--- config.mk ---
export PLATFORM = sky130hd
export DESIGN_NAME = axi4lite_manager
export DESIGN_NICKNAME = d
export VERILOG_FILES = /design/src/rtl/axi4lite_pkg.sv /design/src/rtl/axi4lite_wait_timer.sv /design/src/rtl/axi4lite_manager.sv
export SDC_FILE = /design/constraint.sdc
export NUM_CORES = 1
export LEC_CHECK = 0
export CAP_MARGIN = 5
export CORE_MARGIN = 2
export CORE_UTILIZATION = 40
export DETAILED_ROUTE_END_ITERATION = 10
export HOLD_SLACK_MARGIN = 0.02
export PLACE_DENSITY_LB_ADDON = 0.12
export SKIP_CTS_REPAIR_TIMING = 1
export SLEW_MARGIN = 0
export SYNTH_ARGS = -nofsm -noshare
export SYNTH_HDL_FRONTEND = slang
export SYNTH_SLANG_ARGS = --single-unit
--- constraint.sdc ---
create_clock -name S_AXI_ACLK -period 2.4 [get_ports S_AXI_ACLK]
set_clock_uncertainty 0.2 [all_clocks]
set_input_delay 0.48 -clock S_AXI_ACLK [delete_from_list [all_inputs] [get_ports S_AXI_ACLK]]
set_output_delay 0.48 -clock S_AXI_ACLK [all_outputs]
set_load 0.005 [all_outputs]
--- src/rtl/axi4lite_pkg.sv ---
// Shared types and constants for the AXI4-Lite manager and its wait timer.
package axi4lite_pkg;

  typedef enum logic [1:0] {
    OKAY   = 2'b00,
    EXOKAY = 2'b01,
    SLVERR = 2'b10,
    DECERR = 2'b11
  } resp_e;

  typedef enum logic [2:0] {
    IDLE = 3'd0,
    AW   = 3'd1,
    W    = 3'd2,
    B    = 3'd3,
    AR   = 3'd4,
    R    = 3'd5,
    RSP  = 3'd6
  } state_e;

  localparam logic [2:0] PROT_DEFAULT = 3'b000;

  // States in which the manager is waiting on the subordinate.
  function automatic logic is_wait_state(state_e s);
    return s inside {AW, W, B, AR, R};
  endfunction

endpackage

--- src/rtl/axi4lite_wait_timer.sv ---
// Saturating wait-cycle counter; hit is registered and high while the count equals LIMIT.
module axi4lite_wait_timer
  import axi4lite_pkg::*;
#(
  parameter int unsigned LIMIT = 256
) (
  input  logic clk,
  input  logic rst_n,
  input  logic clr,
  input  logic en,
  output logic hit
);

  localparam int unsigned CNT_W = (LIMIT == 0) ? 1 : $clog2(LIMIT + 1);
  localparam logic [CNT_W-1:0] CNT_MAX = CNT_W'(LIMIT);
  localparam logic LIMIT_ON = (LIMIT != 0);

  logic [CNT_W-1:0] cnt;
  logic [CNT_W-1:0] cnt_nxt_c;

  always_comb begin
    cnt_nxt_c = cnt;
    if (clr) begin
      cnt_nxt_c = '0;
    end else if (en && (cnt != CNT_MAX)) begin
      cnt_nxt_c = cnt + CNT_W'(1);
    end
  end

  // LIMIT of 0 disables the timer: the count never leaves 0 and hit stays low.
  always_ff @(posedge clk) begin
    if (!rst_n) begin
      cnt <= '0;
      hit <= 1'b0;
    end else begin
      cnt <= cnt_nxt_c;
      hit <= LIMIT_ON && (cnt_nxt_c == CNT_MAX);
    end
  end

endmodule

--- src/rtl/axi4lite_manager.sv ---
// AXI4-Lite manager: one command at a time, AW->W->B for writes and AR->R for reads.
// Every output is a register, so no input reaches an output combinationally.
module axi4lite_manager
  import axi4lite_pkg::*;
#(
  parameter int unsigned ADDR_W         = 4,
  parameter int unsigned DATA_W         = 32,
  parameter int unsigned TIMEOUT_CYCLES = 256
) (
  input  logic                  S_AXI_ACLK,
  input  logic                  S_AXI_ARESETN,

  input  logic                  cmd_valid,
  output logic                  cmd_ready,
  input  logic                  cmd_write,
  input  logic [ADDR_W-1:0]     cmd_addr,
  input  logic [DATA_W-1:0]     cmd_wdata,
  input  logic [DATA_W/8-1:0]   cmd_wstrb,
  input  logic [2:0]            cmd_prot,

  output logic                  rsp_valid,
  input  logic                  rsp_ready,
  output logic                  rsp_write,
  output logic [DATA_W-1:0]     rsp_rdata,
  output logic [1:0]            rsp_resp,

  output logic                  err_timeout,
  output logic                  err_resp,

  output logic [ADDR_W-1:0]     M_AXI_AWADDR,
  output logic [2:0]            M_AXI_AWPROT,
  output logic                  M_AXI_AWVALID,
  input  logic                  M_AXI_AWREADY,

  output logic [DATA_W-1:0]     M_AXI_WDATA,
  output logic [DATA_W/8-1:0]   M_AXI_WSTRB,
  output logic                  M_AXI_WVALID,
  input  logic                  M_AXI_WREADY,

  input  logic [1:0]            M_AXI_BRESP,
  input  logic                  M_AXI_BVALID,
  output logic                  M_AXI_BREADY,

  output logic [ADDR_W-1:0]     M_AXI_ARADDR,
  output logic [2:0]            M_AXI_ARPROT,
  output logic                  M_AXI_ARVALID,
  input  logic                  M_AXI_ARREADY,

  input  logic [DATA_W-1:0]     M_AXI_RDATA,
  input  logic [1:0]            M_AXI_RRESP,
  input  logic                  M_AXI_RVALID,
  output logic                  M_AXI_RREADY
);

  localparam int unsigned STRB_W = DATA_W / 8;

  state_e              state;
  logic                lat_write;
  logic [DATA_W-1:0]   lat_wdata;
  logic [STRB_W-1:0]   lat_wstrb;

  logic cmd_fire_c;
  logic aw_fire_c;
  logic w_fire_c;
  logic ar_fire_c;
  logic tmr_clr_c;
  logic tmr_en_c;
  logic tmr_hit;

  always_comb begin
    cmd_fire_c = (state == IDLE) && cmd_valid && cmd_ready;
    aw_fire_c  = M_AXI_AWVALID && M_AXI_AWREADY;
    w_fire_c   = M_AXI_WVALID && M_AXI_WREADY;
    ar_fire_c  = M_AXI_ARVALID && M_AXI_ARREADY;
    // Every transition into a wait state restarts the wait count.
    tmr_clr_c  = cmd_fire_c || aw_fire_c || w_fire_c || ar_fire_c;
    tmr_en_c   = is_wait_state(state);
  end

  axi4lite_wait_timer #(
    .LIMIT (TIMEOUT_CYCLES)
  ) u_wait_timer (
    .clk   (S_AXI_ACLK),
    .rst_n (S_AXI_ARESETN),
    .clr   (tmr_clr_c),
    .en    (tmr_en_c),
    .hit   (tmr_hit)
  );

  always_ff @(posedge S_AXI_ACLK) begin
    if (!S_AXI_ARESETN) begin
      state         <= IDLE;
      cmd_ready     <= 1'b0;
      lat_write     <= 1'b0;
      lat_wdata     <= '0;
      lat_wstrb     <= '0;
      rsp_valid     <= 1'b0;
      rsp_write     <= 1'b0;
      rsp_rdata     <= '0;
      rsp_resp      <= 2'b00;
      err_timeout   <= 1'b0;
      err_resp      <= 1'b0;
      M_AXI_AWADDR  <= '0;
      M_AXI_AWPROT  <= PROT_DEFAULT;
      M_AXI_AWVALID <= 1'b0;
      M_AXI_WDATA   <= '0;
      M_AXI_WSTRB   <= '0;
      M_AXI_WVALID  <= 1'b0;
      M_AXI_BREADY  <= 1'b0;
      M_AXI_ARADDR  <= '0;
      M_AXI_ARPROT  <= PROT_DEFAULT;
      M_AXI_ARVALID <= 1'b0;
      M_AXI_RREADY  <= 1'b0;
    end else begin
      if (tmr_hit) begin
        err_timeout <= 1'b1;
      end

      case (state)
        IDLE: begin
          if (cmd_fire_c) begin
            cmd_ready <= 1'b0;
            lat_write <= cmd_write;
            lat_wdata <= cmd_wdata;
            lat_wstrb <= cmd_wstrb;
            if (cmd_write) begin
              M_AXI_AWVALID <= 1'b1;
              M_AXI_AWADDR  <= cmd_addr;
              M_AXI_AWPROT  <= cmd_prot;
              state         <= AW;
            end else begin
              M_AXI_ARVALID <= 1'b1;
              M_AXI_ARADDR  <= cmd_addr;
              M_AXI_ARPROT  <= cmd_prot;
              state         <= AR;
            end
          end else begin
            cmd_ready <= 1'b1;
          end
        end

        AW: begin
          if (aw_fire_c) begin
            M_AXI_AWVALID <= 1'b0;
            M_AXI_AWADDR  <= '0;
            M_AXI_AWPROT  <= PROT_DEFAULT;
            M_AXI_WVALID  <= 1'b1;
            M_AXI_WDATA   <= lat_wdata;
            M_AXI_WSTRB   <= lat_wstrb;
            state         <= W;
          end
        end

        W: begin
          if (w_fire_c) begin
            M_AXI_WVALID <= 1'b0;
            M_AXI_WDATA  <= '0;
            M_AXI_WSTRB  <= '0;
            M_AXI_BREADY <= 1'b1;
            state        <= B;
          end
        end

        B: begin
          if (M_AXI_BVALID) begin
            M_AXI_BREADY <= 1'b0;
            rsp_valid    <= 1'b1;
            rsp_write    <= lat_write;
            rsp_rdata    <= '0;
            rsp_resp     <= M_AXI_BRESP;
            if (resp_e'(M_AXI_BRESP) == EXOKAY) begin
              err_resp <= 1'b1;
            end
            state        <= RSP;
          end
        end

        AR: begin
          if (ar_fire_c) begin
            M_AXI_ARVALID <= 1'b0;
            M_AXI_ARADDR  <= '0;
            M_AXI_ARPROT  <= PROT_DEFAULT;
            M_AXI_RREADY  <= 1'b1;
            state         <= R;
          end
        end

        R: begin
          if (M_AXI_RVALID) begin
            M_AXI_RREADY <= 1'b0;
            rsp_valid    <= 1'b1;
            rsp_write    <= lat_write;
            rsp_rdata    <= M_AXI_RDATA;
            rsp_resp     <= M_AXI_RRESP;
            if (resp_e'(M_AXI_RRESP) == EXOKAY) begin
              err_resp <= 1'b1;
            end
            state        <= RSP;
          end
        end

        RSP: begin
          if (rsp_ready) begin
            rsp_valid <= 1'b0;
            rsp_write <= 1'b0;
            rsp_rdata <= '0;
            rsp_resp  <= 2'b00;
            cmd_ready <= 1'b1;
            state     <= IDLE;
          end
        end

        default: begin
          state <= IDLE;
        end
      endcase
    end
  end

endmodule

# Word-level counts from Yosys, hierarchy flattened
# Index checks and enable logic that the tools add are counted.
# totals
ff_bits,144
input_bits,89
output_inout_bits,94
wordCells,148
# op_classes
n_addsub,1
n_eq_ne,21
muxes,73
n_reduce_logical,29
# op_table
op,count
32-bit two-way mux,5
32-bit one-hot mux with 3 select lines,1
32-bit one-hot mux with 2 select lines,1
3-bit two-way mux,14
4-bit two-way mux,8
4-bit one-hot mux with 2 select lines,3
1-bit two-way mux,23
3-bit one-hot mux with 7 select lines,1
9-bit two-way mux,2
"2-bit != test, second input constant",9
1-bit one-hot mux with 2 select lines,7
2-bit nonzero test,7
3-bit one-hot mux with 2 select lines,2
4-bit AND reduction,3
"9-bit by 1-bit adder with 9-bit output, second input constant",1
"3-bit equality test, second input constant",3
"9-bit equality test, second input constant",1
"9-bit != test, second input constant",1
3-bit AND reduction,3
7-bit AND reduction,1
"3-bit by 2-bit equality test with 1-bit output, second input constant",2
1-bit logical AND,6
2-bit two-way mux,3
1-bit one-hot mux with 3 select lines,2
other kinds (10),15

# Longest topological paths before layout
# depth
word_depth,8
ltp_mapped,8
mapped_depth_nobuf,7

# Hierarchy
# A second synthesis with hierarchy kept.
# hier_totals
cells_unflattened,702
hier_area_um2,6064.6
# by_module_without_submodules
mod,instances,cells_each,area_per_inst_um2,seq_area_each_um2
axi4lite_manager,1,629,5449.0,2682.6
axi4lite_wait_timer,1,73,615.6,200.2

# Worst setup path before layout
# OpenSTA, ideal clock, no wires.
# synth_timing
kind,register to register
start,register u_wait_timer.cnt[0]
end,register u_wait_timer.hit
setup_time_ns,0.061
t_arrival_ns,1.692
required_ns,2.139
path_slack_ns,0.447
path_stages_with_launch,8
n_path_buf,0
period_less_slack_ns,1.953
path_cell_list,dfxtp_1 -> inv_1 -> ha_1 -> and4bb_2 -> a211oi_4 -> nor3b_1 -> o21ai_1 -> and4bb_1
# synth_between
elab_chain_len,5
elab_cells_between_ends,6
classes_between,add/sub: 1; eq/ne: 2; mux: 2; reduce/logical: 1
# synth_rtl
item,line_no,source
from (decl),axi4lite_wait_timer.sv:18,logic [CNT_W-1:0] cnt;
from (signal assigned),axi4lite_wait_timer.sv:36,cnt <= cnt_nxt_c;
"parallel branches: the longest is 2 deep, another holds 9-bit by 1-bit adder with 9-bit output",-,
9-bit two-way mux (*),axi4lite_wait_timer.sv:25,end else if (en && (cnt != CNT_MAX)) begin
9-bit two-way mux (*),axi4lite_wait_timer.sv:23,if (clr) begin
9-bit equality test (*),axi4lite_wait_timer.sv:37,hit <= LIMIT_ON && (cnt_nxt_c == CNT_MAX);
to (signal assigned),axi4lite_wait_timer.sv:37,
to (decl),axi4lite_wait_timer.sv:11,output logic hit
# Every way passes the cells marked *.
# A chain may end at the register's enable or synchronous reset.

# Final worst setup path
# layout_timing
start,register state[1]
end,register lat_wdata[4]
# layout_between
elab_chain_len,4
# layout_rtl
item,line_no,source
from (decl),axi4lite_manager.sv:57,state_e state;
from (signal assigned),axi4lite_manager.sv:92,state <= IDLE;
from (signal assigned),axi4lite_manager.sv:130,state <= AW;
from (signal assigned),axi4lite_manager.sv:135,state <= AR;
3-bit logical NOT (*),"axi4lite_manager.sv:71, axi4lite_manager.sv:119",
1-bit logical AND (2 in series),axi4lite_manager.sv:71,cmd_fire_c = (state == IDLE) && cmd_valid && cmd_ready;
2-bit AND reduction (no source line) (*),-,
to (signal assigned),axi4lite_manager.sv:124,lat_wdata <= cmd_wdata;
to (decl),axi4lite_manager.sv:59,logic [DATA_W-1:0] lat_wdata;
# Every way passes the cells marked *; elsewhere a longest branch is shown, timed or not.

==> results.tsv <==
metric	value	unit
status	finished, final reports clean	
fin_crit_sh	0.9173	
min_path_type	reg -> reg	
routed_via_density	5.207	
die_w	126.8	microns
leakagePower	2.933	nW
syn_inst	667	
wl_per_cell	15.65	microns
synthToLayoutAreaGrowth	43.59	%
min_to	err_timeout$_SDFFE_PN0P_	
worstHoldStart	u_wait_timer.hit$_SDFF_PN0_	
avgSynthCellArea	9.038	sq um
netlist_area	6028	sq um
antenna_found_initial	0	
yosysWarningCount	0	
worstPathArrival	2.33	ns
core	14640	sq um
layout-drive-gt1-share	0.09197	
tritoncts	yes	
rsz0062_at_grt	false	
r2r_cells	6	
synth_edf_count	0	
fin_setup_tns	0	ns
synth_seq_cells	144	
cap_viol_max_count	0	
die_h	126.8	microns
dp_hpwl	11.36	mm
grt_pass1_wl	26.75	mm
async_flop_share	0	
ioPinCount	183	
grt_max_degree	74	
regArea	2883	sq um
period_minus_slack	2.201	ns
yosysSeqAreaShare	0.4782	
htree_levels	4	
crit_type	reg -> reg	
overflow	0	
std_cell_rows	44	
relSlewSlack	0.6896	
path_clk_slew	0.06	ns
ys_types	59	
ctsLongestPathBuffers	2	
syn_nets	758	
power_density	658.5	nW/um^2
post-route-drc-count	0	
clk_latency	0.42	ns
power	0.005700	W
rrSetupSlack	0.20	ns
dr.pass1.iters	4	
antenna_cells	0	
crit_required	2.53	ns
stdcell_area	8656	sq um
drt_iter0_drc	247	
grt_pass1_vias	5422	
place_area	8079	sq um
finalHoldViolCount	0	
cts.sinks	144	
cts_root_buf	clkbuf_16	
fin_nets	937	
fin_cells	1043	
finalSetupViolCount	0	
gp_congestion	0.8672	
synth_flop_cell	dfxtp_1	
routed_wl	16.32	mm
critPathCaptureType	flip-flop	
grt_use_total	0.2075	
whs_path_depth	1	
reg2reg_from	state[1]$_SDFFE_PN0P_	
timing.final.ws_setup	0.1986	ns
multi_input_area	2834	sq um
rr_endpoint	lat_wdata[4]$_SDFFE_PN0P_	
dp_slack	-0.1241	ns
vdd_drop_max	0.4851	mV
n_fill_cell	1326	
max_freq	454.3	MHz
cts_made_buffers	17	
io_buffers	182	
fp.dieArea	16070	sq um
antenna_left	0	
tightest_slew	0.4616	ns
start_util	0.4117	
placedCellCount	1011	
critPathMaxFanout	20	
num_vias	5431	
startpoint_type	flip-flop	
report.final.slew_viol_count	0	
## per-layer routing
layer / up-vias / global-route usage / wire (microns)
li1: 2665 / - / -
met1: 2564 / 0.2432 / 6978
met2: 180 / 0.3459 / 7725
met3: 22 / 0.08224 / 1404
met4: 0 / 0.07369 / 210
met5: - / 0 / 0
## synthesized netlist by cell type, types with 3 or more instances
cell type	count	area (sq um)
nor2_1	22	82.58
o31ai_1	3	22.52
and2_1	6	37.54
a21oi_1	9	45.04
nor2b_1	39	244.0
a21boi_1	35	262.8
a22o_1	3	26.28
inv_1	4	15.01
buf_2	11	55.05
buf_12	3	60.06
a21boi_0	51	382.9
and3_1	3	18.77
o21a_1	4	30.03
xnor2_1	4	35.03
nand2b_1	3	18.77
buf_4	8	60.06
dfxtp_1	144	2883
nand2_1	138	518.0
nor3b_1	3	22.52
buf_6	3	33.78
nand3_1	52	260.3
nor3_1	3	15.01
o21ai_0	9	45.04
clkbuf_1	25	93.84
a221oi_1	4	35.03
a22oi_1	36	270.3
## sequential cells by signal, summed over array words and instances, names as in the netlist, 2 cells and up
| register | flops |
|---|---|
| M_AXI_WDATA | 32 |
| lat_wdata | 32 |
| rsp_rdata | 32 |
| u_wait_timer.cnt | 9 |
| M_AXI_ARADDR | 4 |
| M_AXI_AWADDR | 4 |
| M_AXI_WSTRB | 4 |
| lat_wstrb | 4 |
| M_AXI_ARPROT | 3 |
| M_AXI_AWPROT | 3 |
| state | 3 |
| rsp_resp | 2 |
## placed cells by master, fill, tap and decap left out, types with 2 or more instances in the layout
cell,netlist,layout
o21ai_1,2,2
inv_1,4,4
o211a_1,2,2
and2_1,6,6
and3_1,3,3
clkbuf_16,0,17
buf_4,8,22
a21boi_1,35,35
a21oi_1,9,9
o21ai_0,9,9
ha_1,2,2
nor2b_1,39,39
buf_12,3,7
nor3_1,3,3
a32oi_1,2,2
clkdlybuf4s50_1,0,181
a21boi_0,51,51
nand2_1,138,138
a22oi_1,36,36
clkinv_4,0,5
o21a_1,4,4
clkinvlp_4,0,2
nor2_1,22,22
a221oi_1,4,4
or3_1,2,2
xnor2_1,4,4
nor3b_2,2,2
nand2b_1,3,3
inv_8,0,2
inv_6,0,4
a31oi_4,2,2
o31ai_1,3,3
nand3_1,52,52
a22o_1,3,3
dfxtp_1,144,144
nor4_2,1,2
xor2_1,2,2
nor3b_1,3,3
## metrics by stage
step	hold WS, ns	util
CTS	0.2190	0.5911
global route	0.2375	0.5911
detailed placement	0.2229	0.5517
finish	0.2301	0.5911
global placement	0.2148	0.5517
floorplan	0.2052	-
## worst max-delay path, stage by stage (launching register included)
cell      delay [ns]
dfxtp_1         0.44
buf_4           0.24
buf_4           0.16
nor4_2          0.44
buf_4           0.34
nand2_1         0.11
a21boi_0        0.20
## final cells by class
type,count,share of cell area
clock buffer,17,0.04915
inverter,4,0.001735
tap,184,0.02660
timing repair buffer,210,0.2446
clock inverter,15,0.01749
multi-input combinational,469,0.3274
sequential,144,0.3330
## worst max-delay path by stage
stage | from | endpoint
after floorplan | u_wait_timer.cnt[0]$_SDFF_PN0_ | u_wait_timer.hit$_SDFF_PN0_
after global placement | M_AXI_AWREADY | u_wait_timer.hit$_SDFF_PN0_
after detailed placement | cmd_valid | lat_wdata[4]$_SDFFE_PN0P_
after CTS | state[1]$_SDFFE_PN0P_ | lat_wdata[4]$_SDFFE_PN0P_
after global routing | state[1]$_SDFFE_PN0P_ | lat_wdata[4]$_SDFFE_PN0P_
final | state[1]$_SDFFE_PN0P_ | lat_wdata[4]$_SDFFE_PN0P_
## logic make-up (layout without fill, tap and decap cells)
group           after synthesis  after routing  synth area share
xor+xnor                      6              6          0.008717
buf+inv                      54            246           0.05272
fa+ha+maj                     2              2          0.004150
compound gates              172            172            0.2196
simple gates                289            289            0.2366
flops                       144            144            0.4782
## report_power, final
part,switching (W),leakage (nW),internal (W),total [W]
sequential,0.0000505,1.16,0.00246,0.00251
combinational,0.000309,1.49,0.000330,0.000639
clock,0.00109,0.279,0.00146,0.00255
total,0.00145,2.93,0.00425,0.00570
Power figures use the tool's default switching activity.
